<file path="config.mk">
export PLATFORM = sky130hd
export DESIGN_NAME = reg_write_arbiter_flat
export DESIGN_NICKNAME = d
export VERILOG_FILES = /design/src/rtl/reg_write_arbiter_if.sv /design/src/rtl/reg_write_arbiter.sv /design/src/flat_wrapper.sv
export SDC_FILE = /design/constraint.sdc
export NUM_CORES = 1
export LEC_CHECK = 0
export ABC_AREA = 1
export ABC_CLOCK_PERIOD_IN_PS = 1400
export CAP_MARGIN = 20
export CORE_MARGIN = 2
export CORE_UTILIZATION = 36
export DETAILED_ROUTE_END_ITERATION = 10
export PLACE_DENSITY_LB_ADDON = 0.15
export SETUP_SLACK_MARGIN = 0.2
export SLEW_MARGIN = 40
export SYNTH_ARGS = -nofsm -noshare
export SYNTH_HDL_FRONTEND = slang
export SYNTH_SLANG_ARGS = --single-unit
</file>
<file path="constraint.sdc">
create_clock -name clk -period 1.4 [get_ports clk]
set_input_delay 0.28 -clock clk [delete_from_list [all_inputs] [get_ports clk]]
set_output_delay 0.28 -clock clk [all_outputs]
set_load 0.03 [all_outputs]
</file>
<file path="src/rtl/reg_write_arbiter_if.sv">
// rtl/reg_write_arbiter_if.sv - ALU/load writeback requests and register file write port bundle
interface reg_write_arbiter_if;
    logic        alu_valid;
    logic [4:0]  alu_rd;
    logic [31:0] alu_data;
    logic        alu_ready;
    logic        mem_valid;
    logic [4:0]  mem_rd;
    logic [31:0] mem_data;
    logic        mem_ready;
    logic        wr_en;
    logic [4:0]  wr_reg;
    logic [31:0] wr_data;
    logic        starved;

    modport master (
        output alu_valid, alu_rd, alu_data, mem_valid, mem_rd, mem_data,
        input  alu_ready, mem_ready, wr_en, wr_reg, wr_data, starved
    );

    modport slave (
        input  alu_valid, alu_rd, alu_data, mem_valid, mem_rd, mem_data,
        output alu_ready, mem_ready, wr_en, wr_reg, wr_data, starved
    );
endinterface

</file>
<file path="src/rtl/reg_write_arbiter.sv">
// rtl/reg_write_arbiter.sv - two-requester register file write port arbiter with starvation guard
module reg_write_arbiter #(
    parameter int unsigned STARVE_LIMIT = 3
) (
    input logic                 clk,
    input logic                 rst,
    reg_write_arbiter_if.slave  bus
);
    typedef enum logic {
        MEM_PRIO = 1'b0,
        ALU_PRIO = 1'b1
    } state_t;

    localparam logic [2:0] LIMIT = 3'(STARVE_LIMIT);

    state_t      state;
    state_t      state_next;
    logic [2:0]  starve_cnt;
    logic [2:0]  starve_cnt_next;
    logic        alu_gnt;
    logic        mem_gnt;
    logic        starved_q;
    logic        wr_en_q;
    logic [4:0]  wr_reg_q;
    logic [31:0] wr_data_q;
    logic [4:0]  sel_rd;
    logic [31:0] sel_data;

    // State and starvation counter registers
    always_ff @(posedge clk) begin
        if (rst) begin
            state      <= MEM_PRIO;
            starve_cnt <= 3'd0;
        end else begin
            state      <= state_next;
            starve_cnt <= starve_cnt_next;
        end
    end

    // Next state: count ALU losses, promote the ALU once the loss run reaches the limit
    always_comb begin
        starve_cnt_next = 3'd0;
        state_next      = state;
        if (bus.alu_valid && mem_gnt) begin
            starve_cnt_next = (starve_cnt >= LIMIT) ? LIMIT : starve_cnt + 3'd1;
        end
        case (state)
            MEM_PRIO: if (starve_cnt_next == LIMIT) state_next = ALU_PRIO;
            ALU_PRIO: if (alu_gnt || !bus.alu_valid) state_next = MEM_PRIO;
            default:  state_next = MEM_PRIO;
        endcase
    end

    // Outputs: grants depend only on valids and state, and are suppressed during reset
    always_comb begin
        alu_gnt   = 1'b0;
        mem_gnt   = 1'b0;
        starved_q = (state == ALU_PRIO);
        if (!rst) begin
            if (state == ALU_PRIO) begin
                alu_gnt = bus.alu_valid;
                mem_gnt = bus.mem_valid && !bus.alu_valid;
            end else begin
                mem_gnt = bus.mem_valid;
                alu_gnt = bus.alu_valid && !bus.mem_valid;
            end
        end
    end

    assign sel_rd   = alu_gnt ? bus.alu_rd   : bus.mem_rd;
    assign sel_data = alu_gnt ? bus.alu_data : bus.mem_data;

    // Single-cycle write register; writes to r0 are accepted but squashed to all-zero
    always_ff @(posedge clk) begin
        if (rst) begin
            wr_en_q   <= 1'b0;
            wr_reg_q  <= 5'd0;
            wr_data_q <= 32'd0;
        end else if (alu_gnt || mem_gnt) begin
            if (sel_rd == 5'd0) begin
                wr_en_q   <= 1'b0;
                wr_reg_q  <= 5'd0;
                wr_data_q <= 32'd0;
            end else begin
                wr_en_q   <= 1'b1;
                wr_reg_q  <= sel_rd;
                wr_data_q <= sel_data;
            end
        end else begin
            wr_en_q <= 1'b0;
        end
    end

    assign bus.alu_ready = alu_gnt;
    assign bus.mem_ready = mem_gnt;
    assign bus.starved   = starved_q;
    assign bus.wr_en     = wr_en_q;
    assign bus.wr_reg    = wr_reg_q;
    assign bus.wr_data   = wr_data_q;
endmodule

</file>
<file path="src/flat_wrapper.sv">
// flat-port wrapper written by rule: the top's interface ports become plain ports
module reg_write_arbiter_flat 
#(
    parameter int unsigned STARVE_LIMIT = 3
)
  (clk, rst, bus_alu_valid, bus_alu_rd, bus_alu_data, bus_mem_valid, bus_mem_rd, bus_mem_data, bus_alu_ready, bus_mem_ready, bus_wr_en, bus_wr_reg, bus_wr_data, bus_starved);
  reg_write_arbiter_if bus_i ();
  input logic clk;
  input logic rst;
  input wire logic [$bits(bus_i.alu_valid)-1:0] bus_alu_valid;
  input wire logic [$bits(bus_i.alu_rd)-1:0] bus_alu_rd;
  input wire logic [$bits(bus_i.alu_data)-1:0] bus_alu_data;
  input wire logic [$bits(bus_i.mem_valid)-1:0] bus_mem_valid;
  input wire logic [$bits(bus_i.mem_rd)-1:0] bus_mem_rd;
  input wire logic [$bits(bus_i.mem_data)-1:0] bus_mem_data;
  output wire logic [$bits(bus_i.alu_ready)-1:0] bus_alu_ready;
  output wire logic [$bits(bus_i.mem_ready)-1:0] bus_mem_ready;
  output wire logic [$bits(bus_i.wr_en)-1:0] bus_wr_en;
  output wire logic [$bits(bus_i.wr_reg)-1:0] bus_wr_reg;
  output wire logic [$bits(bus_i.wr_data)-1:0] bus_wr_data;
  output wire logic [$bits(bus_i.starved)-1:0] bus_starved;
  assign bus_i.alu_valid = bus_alu_valid;
  assign bus_i.alu_rd = bus_alu_rd;
  assign bus_i.alu_data = bus_alu_data;
  assign bus_i.mem_valid = bus_mem_valid;
  assign bus_i.mem_rd = bus_mem_rd;
  assign bus_i.mem_data = bus_mem_data;
  assign bus_alu_ready = bus_i.alu_ready;
  assign bus_mem_ready = bus_i.mem_ready;
  assign bus_wr_en = bus_i.wr_en;
  assign bus_wr_reg = bus_i.wr_reg;
  assign bus_wr_data = bus_i.wr_data;
  assign bus_starved = bus_i.starved;
  reg_write_arbiter #(.STARVE_LIMIT(STARVE_LIMIT)) u_core (.clk(clk), .rst(rst), .bus(bus_i));
endmodule
</file>
==> results of run 1 <==
==> Yosys cell counts <==
library cell and instances:
ha_1 2, dfxtp_1 42, a21oi_1 32, nor2_2 2, nand2_1 142, nand3_2 30, nand2_2 3, nor4_1 1
nor2_1 11, o21ai_1 4, a31oi_1 1, nor3_1 1, inv_2 4, inv_1 10, nor2_4 3, buf_6 8
o21ai_2 1, buf_2 7, a211oi_2 1, clkbuf_1 6, o21ai_0 1, buf_4 1, nand3_1 6, nand3_4 1
o211ai_1 1
==> stage by stage <==
stage	cells	power, mW	cell area (um2)
floorplan	321	1.826	2330
global placement	525	2.304	3742
detailed placement	525	2.320	3742
CTS	539	3.092	3789
global route	546	3.394	4161
finish	546	3.210	4161
==> repair_timing <==
| item | 4_1_cts | 5_1_grt |
|---|---|---|
| buffers inserted | 6 | 4 |
| pin swaps | 7 | 9 |
| endpoints found under the hold margin | 0 | 0 |
| resized for setup | 221 | 63 |
| endpoints found under the setup margin | 83 | 45 |
| cloned | 0 | 3 |
==> cell families (layout without fill, tap and decap cells) <==
family                     Yosys count  after routing  synth area share (%)
DFF                                 42             42                 36.68
and+or+nand+nor                    200            200                 43.56
buffers and inverters               36            184                 9.061
AOI/OAI and AO/OA                   41             41                 9.607
adders and majority gates            2              2                 1.092
==> worst paths after layout <==
path / end / slack, ns / depth (start not counted)
worst min register to register: u_core.bus.wr_data[4] / 0.46 / 2
worst max register to register: u_core.bus.wr_data[17] / -0.11 / 10
worst min-delay path: u_core.bus.wr_data[4] / 0.46 / 2
worst max-delay path: bus_mem_ready / -0.13 / 4
==> power breakdown <==
group          switching (mW)  internal, mW  total, mW
Combinational           0.557         0.520       1.08
Clock                   0.427         0.399      0.825
Sequential             0.0425          1.27       1.31
==> final cells by class <==
class	instances	area, um2
Fill cell	578	2079
Multi-Input combinational cell	243	1575
Timing Repair Buffer	162	1493
Sequential cell	42	848.3
Tap cell	77	96.34
Clock buffer	7	86.33
Inverter	14	57.56
Clock inverter	1	5.005
==> worst max-delay path, delay by kind of cell (launching register included) <==
kind                   cells  cell delay [ns]
AO/OA/AOI/OAI              1             0.20
buffers and inverters      3             0.38
flip-flops                 1             0.37
==> per-layer routing <==
metal	wire length [um]	GRT usage, %
met5	0	0
met4	61	4.839
met3	434	3.858
met2	3749	35.64
met1	3107	23.85
==> layout by cell type (no fill, tap or decap), types with 9 or more instances in the layout <==
cell type        synthesis  layout
clkdlybuf4s50_1          0      74
nand3_2                 30      23
buf_4                    1      23
a21oi_1                 32      11
nor2_4                   3      11
nand3_4                  1      10
dfxtp_1                 42      38
buf_2                    7      39
a21oi_2                  0      21
nand2_1                142     132
buf_6                    8      13
nand2_2                  3       9
==> results.py, run 1 <==
metrics = {
    "run_status": {
        "status": "finished, violations left",
        "violations": "negative setup slack",
    },
    "critical_path": {
        "r2r_start": "u_core.bus.starved",
        "crit_fanout": 4,
        "crit_required_ns": 1.12,
        "crit_slowest_cell": "dfxtp_4",
        "crit_start": "u_core.bus.starved",
        "arrival_ns": 1.25,
        "path_common_cell": "buf_6",
        "startpoint_type": "flip-flop",
        "slowest_delay_ns": 0.37,
        "path_cells": "buf_6 > a211oi_4 > buf_4 > buf_6",
        "endpoint_kind": "primary output",
        "crit_type": "flip-flop to primary output",
    },
    "layout": {
        "final_core_util_pct": 66.68,
        "diodes": 0,
        "syn2layout_area_growth_pct": 81.55,
        "drive_gt1_share_pct": 40.09,
        "largest_reg_flops": 32,
        "layout.nets": 548,
    },
    "logic_synthesis": {
        "yosysWarnings": 0,
        "synth_top_cells_by_area": "dfxtp_1, nand2_1, nand3_2",
        "synth_top_area_share_pct": 36.68,
        "syn_inst": 321,
        "yosysSeqAreaShare_pct": 36.68,
        "avgSynthCellArea_um2": 7.141,
        "ys_seq_elements": 42,
        "netlist_area_mm2": 0.002292,
        "syn_nets": 401,
        "yosys.area.top_type": "dfxtp_1",
        "synth_cell_types": 25,
    },
    "die": {
        "core_area_mm2": 0.006241,
        "rows": 29,
        "die_h_um": 83.80,
        "ios": 119,
        "start_util_pct": 36.73,
        "die_area_mm2": 0.007022,
        "die_w_um": 83.80,
    },
    "route": {
        "detail-route-antenna-nets": 0,
        "vias_per_cell": 4.749,
        "routedWlPerCell_um": 13.47,
        "drt_iter0_drc": 55,
        "first_pass_iters": 4,
        "vias": 2593,
        "finalWirelength_um": 7352,
        "drc_errors": 0,
    },
    "cts": {
        "ctsHtreeMaxLevel": 2,
        "path_clk_slew_ns": 0.08,
        "cts.sink_count": 42,
        "cts.path.max_buffers": 2,
        "postCtsHoldBufs": 0,
        "clkLatencyLatePin_ns": 0.30,
        "tritoncts": "yes",
        "cts_made_buffers": 5,
        "cts_root_buffer": "clkbuf_8",
    },
    "power": {
        "p_leak_nw": 1.851,
        "p_per_area_mw_per_mm2": 771.4,
        "peakVddDrop_uv": 409.2,
    },
    "sta": {
        "hold_violations": 0,
        "rsz0062_at_grt": "yes",
        "tightest_slew_ns": 0.2942,
        "fin_skew_ns": 0.008674,
        "maxSlewViolCount": 0,
        "min_period_ns": 1.529,
        "finalCritPeriodShare_pct": 109.2,
        "setup_slack_ns": -0.1289,
        "slew_headroom_pct": 80.47,
        "timing.fmax_mhz": 654.1,
        "hold_slack_ns": 0.4641,
        "tns_ns": -3.214,
        "setup_viol": 38,
    },
    "job": {
        "maxCapViolations": 0,
    },
    "grt": {
        "grt_pass1_vias": 2453,
        "grt_pass1_wl_um": 11440,
        "grt_max_degree": 23,
        "antenna_found_initial": 0,
        "grt_usage_pct": 19.68,
        "grt_overflow_total": 0,
    },
    "place": {
        "pre_cts_ws_ns": -0.5903,
        "gp_congestion": 0.7694,
        "io_buffers": 118,
        "dpl.hpwl_um": 5008,
    },
    "hold_path": {
        "hold_path.class": "flip-flop to flip-flop",
        "worst_hold_startpoint": "u_core.bus.wr_data[4]",
    },
}
Power figures use the tool's default switching activity.
==> inputs of run 2 (changes only) <==
--- a/config.mk
+++ b/config.mk
@@ -9,8 +9,9 @@
 export ABC_CLOCK_PERIOD_IN_PS = 1400
 export CAP_MARGIN = 20
 export CORE_MARGIN = 2
-export CORE_UTILIZATION = 36
+export CORE_UTILIZATION = 49
 export DETAILED_ROUTE_END_ITERATION = 10
+export DONT_BUFFER_PORTS = 1
 export PLACE_DENSITY_LB_ADDON = 0.15
 export SETUP_SLACK_MARGIN = 0.2
 export SLEW_MARGIN = 40
==> results.py, run 2 (synthesis gave the netlist of run 1 again) <==
metrics = {
    "run_status": {
        "status": "finished, violations left",
        "violations": "negative setup slack",
    },
    "grt": {
        "grt_max_degree": 40,
        "grt_pass1_vias": 1961,
        "antenna_found_initial": 0,
        "grt_usage_pct": 21.93,
        "grt_overflow_total": 0,
        "grt_pass1_wl_um": 8956,
    },
    "route": {
        "first_pass_iters": 4,
        "finalWirelength_um": 6062,
        "detail-route-antenna-nets": 0,
        "vias_per_cell": 5.348,
        "routedWlPerCell_um": 15.19,
        "drc_errors": 0,
        "vias": 2134,
        "drt_iter0_drc": 91,
    },
    "place": {
        "placed_cells": 372,
        "place_area_mm2": 0.002435,
        "gp_congestion": 0.7294,
        "io_buffers": 0,
        "pre_cts_ws_ns": -0.02312,
        "dpl.hpwl_um": 3664,
    },
    "power": {
        "p_sw_share_pct": 30.35,
        "p_seq_share_pct": 47.3,
        "clkPwrFrac_pct": 30.8,
        "p_leak_nw": 1.376,
        "peakVddDrop_uv": 550.4,
        "power.internal_mw": 2.148,
        "combPwrFrac_pct": 21.9,
        "p_per_area_mw_per_mm2": 962.4,
        "power.net_switching_mw": 0.9358,
    },
    "cts": {
        "cts.sink_count": 42,
        "tritoncts": "yes",
        "cts_root_buffer": "clkbuf_8",
        "ctsHtreeMaxLevel": 2,
        "cts_made_buffers": 5,
        "cts.path.max_buffers": 2,
        "clkLatencyLatePin_ns": 0.30,
        "path_clk_slew_ns": 0.08,
    },
    "critical_path": {
        "endpoint_kind": "primary output",
        "crit_type": "flip-flop to primary output",
        "startpoint_type": "flip-flop",
        "crit_required_ns": 1.12,
        "crit_fanout": 3,
        "arrival_ns": 1.25,
    },
    "die": {
        "start_util_pct": 51.58,
        "die_w_um": 72.40,
        "ios": 119,
        "core_area_mm2": 0.004444,
        "die_area_mm2": 0.005241,
        "die_h_um": 72.40,
        "rows": 24,
    },
    "layout": {
        "layout.nets": 426,
        "drive_gt1_share_pct": 38.90,
        "diodes": 0,
        "mostFrequentLayoutCell": "nand2_1",
        "fin_cells": 399,
        "fin_area_mm2": 0.003204,
        "final_core_util_pct": 72.10,
        "layout_common_cells": "nand2_1, dfxtp_1, nand3_2",
        "syn2layout_area_growth_pct": 39.79,
        "fillers": 355,
        "largest_reg_flops": 32,
    },
    "sta": {
        "finalCritPeriodShare_pct": 109.3,
        "timing.fmax_mhz": 653.3,
        "maxSlewViolCount": 0,
        "min_period_ns": 1.531,
        "fin_skew_ns": 0.008154,
        "rsz0062_at_grt": "yes",
        "hold_violations": 0,
        "hold_slack_ns": 0.04225,
        "setup_viol": 39,
        "tightest_slew_ns": 0.4267,
        "setup_slack_ns": -0.1307,
        "slew_headroom_pct": 71.51,
    },
    "job": {
        "maxCapViolations": 0,
    },
    "hold_path": {
        "hold_path.class": "input port to flip-flop",
    },
}
## run 2: power groups by stage
stage,logic (mW),clock network [mW],registers (mW)
2_1_floorplan,0.356,0,1.47
3_3_place_gp,0.418,0,1.48
3_5_place_dp,0.423,0,1.48
4_1_cts,0.558,0.972,1.46
5_1_grt,0.738,1.01,1.47
6_report,0.676,0.949,1.46
## run 2: per-layer routing
layer,GRT usage (%),wire length (um),up-vias
li1,-,-,1080
met1,26.87,2635,973
met2,36.80,2896,76
met3,5.833,458,5
met4,8.436,72,0
met5,0,0,-
## run 2: worst paths after layout
check,start,endpoint,slack [ns],depth (start not counted)
max,u_core.bus.starved,bus_mem_ready,-0.13,3
max reg2reg,u_core.bus.starved,u_core.bus.wr_data[8],-0.12,8
min,rst,u_core.bus.wr_data[19],0.04,1
min reg2reg,u_core.bus.wr_reg[0],u_core.bus.wr_reg[0],0.59,4
## run 2: layout make-up
type                    count  area, um2  share of cell area (%)
multi-input cells         243       1505                   46.97
flip-flops and latches     42      847.1                   26.44
repair buffers             40      623.1                   19.45
clock buffers               7      76.32                   2.382
well taps                  52      65.06                   2.030
inverters                  14      57.56                   1.796
clock inverters             1      30.03                  0.9371
## run 2: timing repair
item / in CTS / in global routing
pin swaps: 7 / 7
setup endpoints to repair: 44 / 43
cloned: 5 / 4
hold buffers: 0 / 0
endpoints found under the hold margin: 0 / 0
resized for setup: 37 / 40
buffers inserted: 5 / 5
## run 2: worst max-delay path, cell delays in order (launching register included)
cell and delay, ns:
dfxtp_4 0.36, buf_6 0.12, a211oi_4 0.30, buf_6 0.18
## run 2: metrics by stage
step	power (mW)	TNS [ns]
finish	3.084	-2.425
global route	3.212	-5.226
CTS	2.987	-1.889
detailed placement	1.905	-0.1355
global placement	1.900	0
floorplan	1.826	-3.096
==> inputs of run 3 (changes only) <==
--- a/config.mk
+++ b/config.mk
@@ -10,6 +10,7 @@
 export CAP_MARGIN = 20
 export CORE_MARGIN = 2
 export CORE_UTILIZATION = 49
+export CTS_BUF_LIST = sky130_fd_sc_hd__clkbuf_8
 export DETAILED_ROUTE_END_ITERATION = 10
 export DONT_BUFFER_PORTS = 1
 export PLACE_DENSITY_LB_ADDON = 0.15
==> results.py, run 3 (synthesis gave the netlist of run 1 again) <==
metrics = {
    "power": {
        "p_per_area_mw_per_mm2": 941.2,
        "p_sw_share_pct": 30.60,
        "combPwrFrac_pct": 22.6,
        "clkPwrFrac_pct": 30.2,
        "peakVddDrop_uv": 551.2,
        "power.net_switching_mw": 0.9458,
        "power.internal_mw": 2.146,
        "p_seq_share_pct": 47.2,
        "p_leak_nw": 1.397,
    },
    "critical_path": {
        "arrival_ns": 1.25,
        "path_common_cell": "buf_6",
        "slowest_delay_ns": 0.36,
        "crit_required_ns": 1.12,
        "crit_fanout": 3,
        "path_cells": "buf_6 > a211oi_4 > buf_6",
        "crit_type": "flip-flop to primary output",
        "endpoint_kind": "primary output",
        "crit_slowest_cell": "dfxtp_4",
        "crit_buf_inv": 2,
        "startpoint_type": "flip-flop",
        "cp_top_family": "flip-flops",
    },
    "grt": {
        "grt_overflow_total": 0,
        "grt_use_met1_pct": 26.87,
        "gr-usage-met3_pct": 5.833,
        "grt_pass1_wl_um": 8956,
        "grt_usage_pct": 21.93,
        "busiest_layer": "met2",
        "antenna_found_initial": 0,
        "grt_max_degree": 40,
        "grt_use_met2_pct": 36.80,
        "grt_pass1_vias": 1961,
    },
    "layout": {
        "mostFrequentLayoutCell": "nand2_1",
        "layout.nets": 427,
        "regArea_um2": 847.1,
        "syn2layout_area_growth_pct": 43.29,
        "multi_input_area_mm2": 0.001570,
        "diodes": 0,
        "fillers": 345,
        "layout_common_cells": "nand2_1, dfxtp_1, nand3_2, a21oi_2, buf_4",
        "largest_reg_flops": 32,
        "final_core_util_pct": 73.90,
        "drive_gt1_share_pct": 41.95,
    },
    "die": {
        "die_h_um": 72.40,
        "die_area_mm2": 0.005241,
        "rows": 24,
        "start_util_pct": 51.58,
        "ios": 119,
        "die_w_um": 72.40,
        "core_area_mm2": 0.004444,
    },
    "cts": {
        "cts.sink_count": 42,
        "cts_root_buffer": "clkbuf_8",
        "cts_made_buffers": 5,
        "postCtsHoldBufs": 0,
        "tritoncts": "yes",
        "ctsHtreeMaxLevel": 2,
        "cts.path.max_buffers": 2,
        "clkLatencyLatePin_ns": 0.30,
        "path_clk_slew_ns": 0.08,
    },
    "sta": {
        "finalCritPeriodShare_pct": 109.5,
        "timing.fmax_mhz": 652.5,
        "min_period_ns": 1.533,
        "rsz0062_at_grt": "yes",
        "fin_skew_ns": 0.006675,
        "setup_slack_ns": -0.1325,
        "slew_headroom_pct": 71.22,
        "tightest_slew_ns": 0.4311,
        "hold_violations": 0,
        "hold_slack_ns": 0.04166,
        "maxSlewViolCount": 0,
        "setup_viol": 39,
    },
    "route": {
        "finalWirelength_um": 6119,
        "routedWlPerCell_um": 15.30,
        "vias_per_cell": 5.345,
        "first_pass_iters": 4,
        "drc_errors": 0,
        "vias": 2138,
        "detail-route-antenna-nets": 0,
        "drt_iter0_drc": 117,
    },
    "job": {
        "maxCapViolations": 0,
    },
    "hold_path": {
        "hold_path.class": "input port to flip-flop",
    },
    "run_status": {
        "violations": "negative setup slack",
        "status": "finished, violations left",
    },
    "place": {
        "dpl.hpwl_um": 3664,
        "io_buffers": 0,
        "gp_congestion": 0.7294,
    },
}
run 3: changes by cell type in the layout (fill, tap and decap cells not counted), moves of 2 or more:
cell / previous run / this run
buf_6: 6 / 8
a21oi_2: 23 / 26
nand2_2: 5 / 8
a21oi_1: 9 / 6
clkbuf_1: 2 / 0
nand2_1: 137 / 132
inv_1: 10 / 12
run 3: worst paths after layout:
| kind | startpoint | end | slack, ns | cells after the start |
|---|---|---|---|---|
| max | u_core.bus.starved | bus_mem_ready | -0.13 | 3 |
| min reg2reg | u_core.bus.wr_reg[0] | u_core.bus.wr_reg[0] | 0.60 | 4 |
| min | rst | u_core.bus.wr_data[25] | 0.04 | 1 |
| max reg2reg | u_core.bus.starved | u_core.bus.wr_data[8] | -0.12 | 8 |
run 3: area by class of cell:
cell class / instances / share of cell area (%)
inverters: 14 / 1.752
flip-flops and latches: 42 / 25.79
clock inverters: 3 / 1.143
well taps: 52 / 1.981
multi-input cells: 243 / 47.81
repair buffers: 41 / 19.43
clock buffers: 5 / 2.095
run 3: metal layers:
metal	vias to the layer above	part of all wire (%)	routed length, um
met1	979	42	2581
li1	1074	-	-
met3	6	7.8	480
met5	-	0	0
met4	0	1.2	72
met2	79	49	2984
run 3: timing repair:
action | in CTS | in global routing
buffers inserted | 5 | 6
pin swaps | 7 | 12
endpoints found under the setup margin | 44 | 43
gates resized for setup | 37 | 57
cloned | 5 | 4
run 3: worst register-to-register path, stage by stage (launching register included):
cell and delay [ns]:
dfxtp_4 0.36, buf_6 0.12, a211oi_4 0.30, nor2_4 0.09, clkinv_4 0.11, buf_12 0.12
buf_16 0.12, nand3_2 0.08, a21oi_1 0.15
run 3: per-stage QoR:
step	TNS (ns)	instance area (um2)	total power, mW	setup WS [ns]	std cells
after floorplan	-3.096	2330	1.826	-0.1058	321
after global placement	0	2435	1.900	0.01380	372
after detailed placement	-0.1355	2435	1.905	-0.02312	372
after CTS	-1.893	2887	2.973	-0.08030	390
after global routing	-5.490	3284	3.225	-0.1896	400
final	-2.581	3284	3.091	-0.1325	400
run 3: power by group through the flow:
| stage | Sequential, mW | Clock [mW] | Combinational [mW] |
|---|---|---|---|
| floorplan | 1.47 | 0 | 0.356 |
| global placement | 1.48 | 0 | 0.418 |
| detailed placement | 1.48 | 0 | 0.423 |
| CTS | 1.46 | 0.958 | 0.558 |
| global route | 1.47 | 0.993 | 0.764 |
| finish | 1.46 | 0.933 | 0.700 |
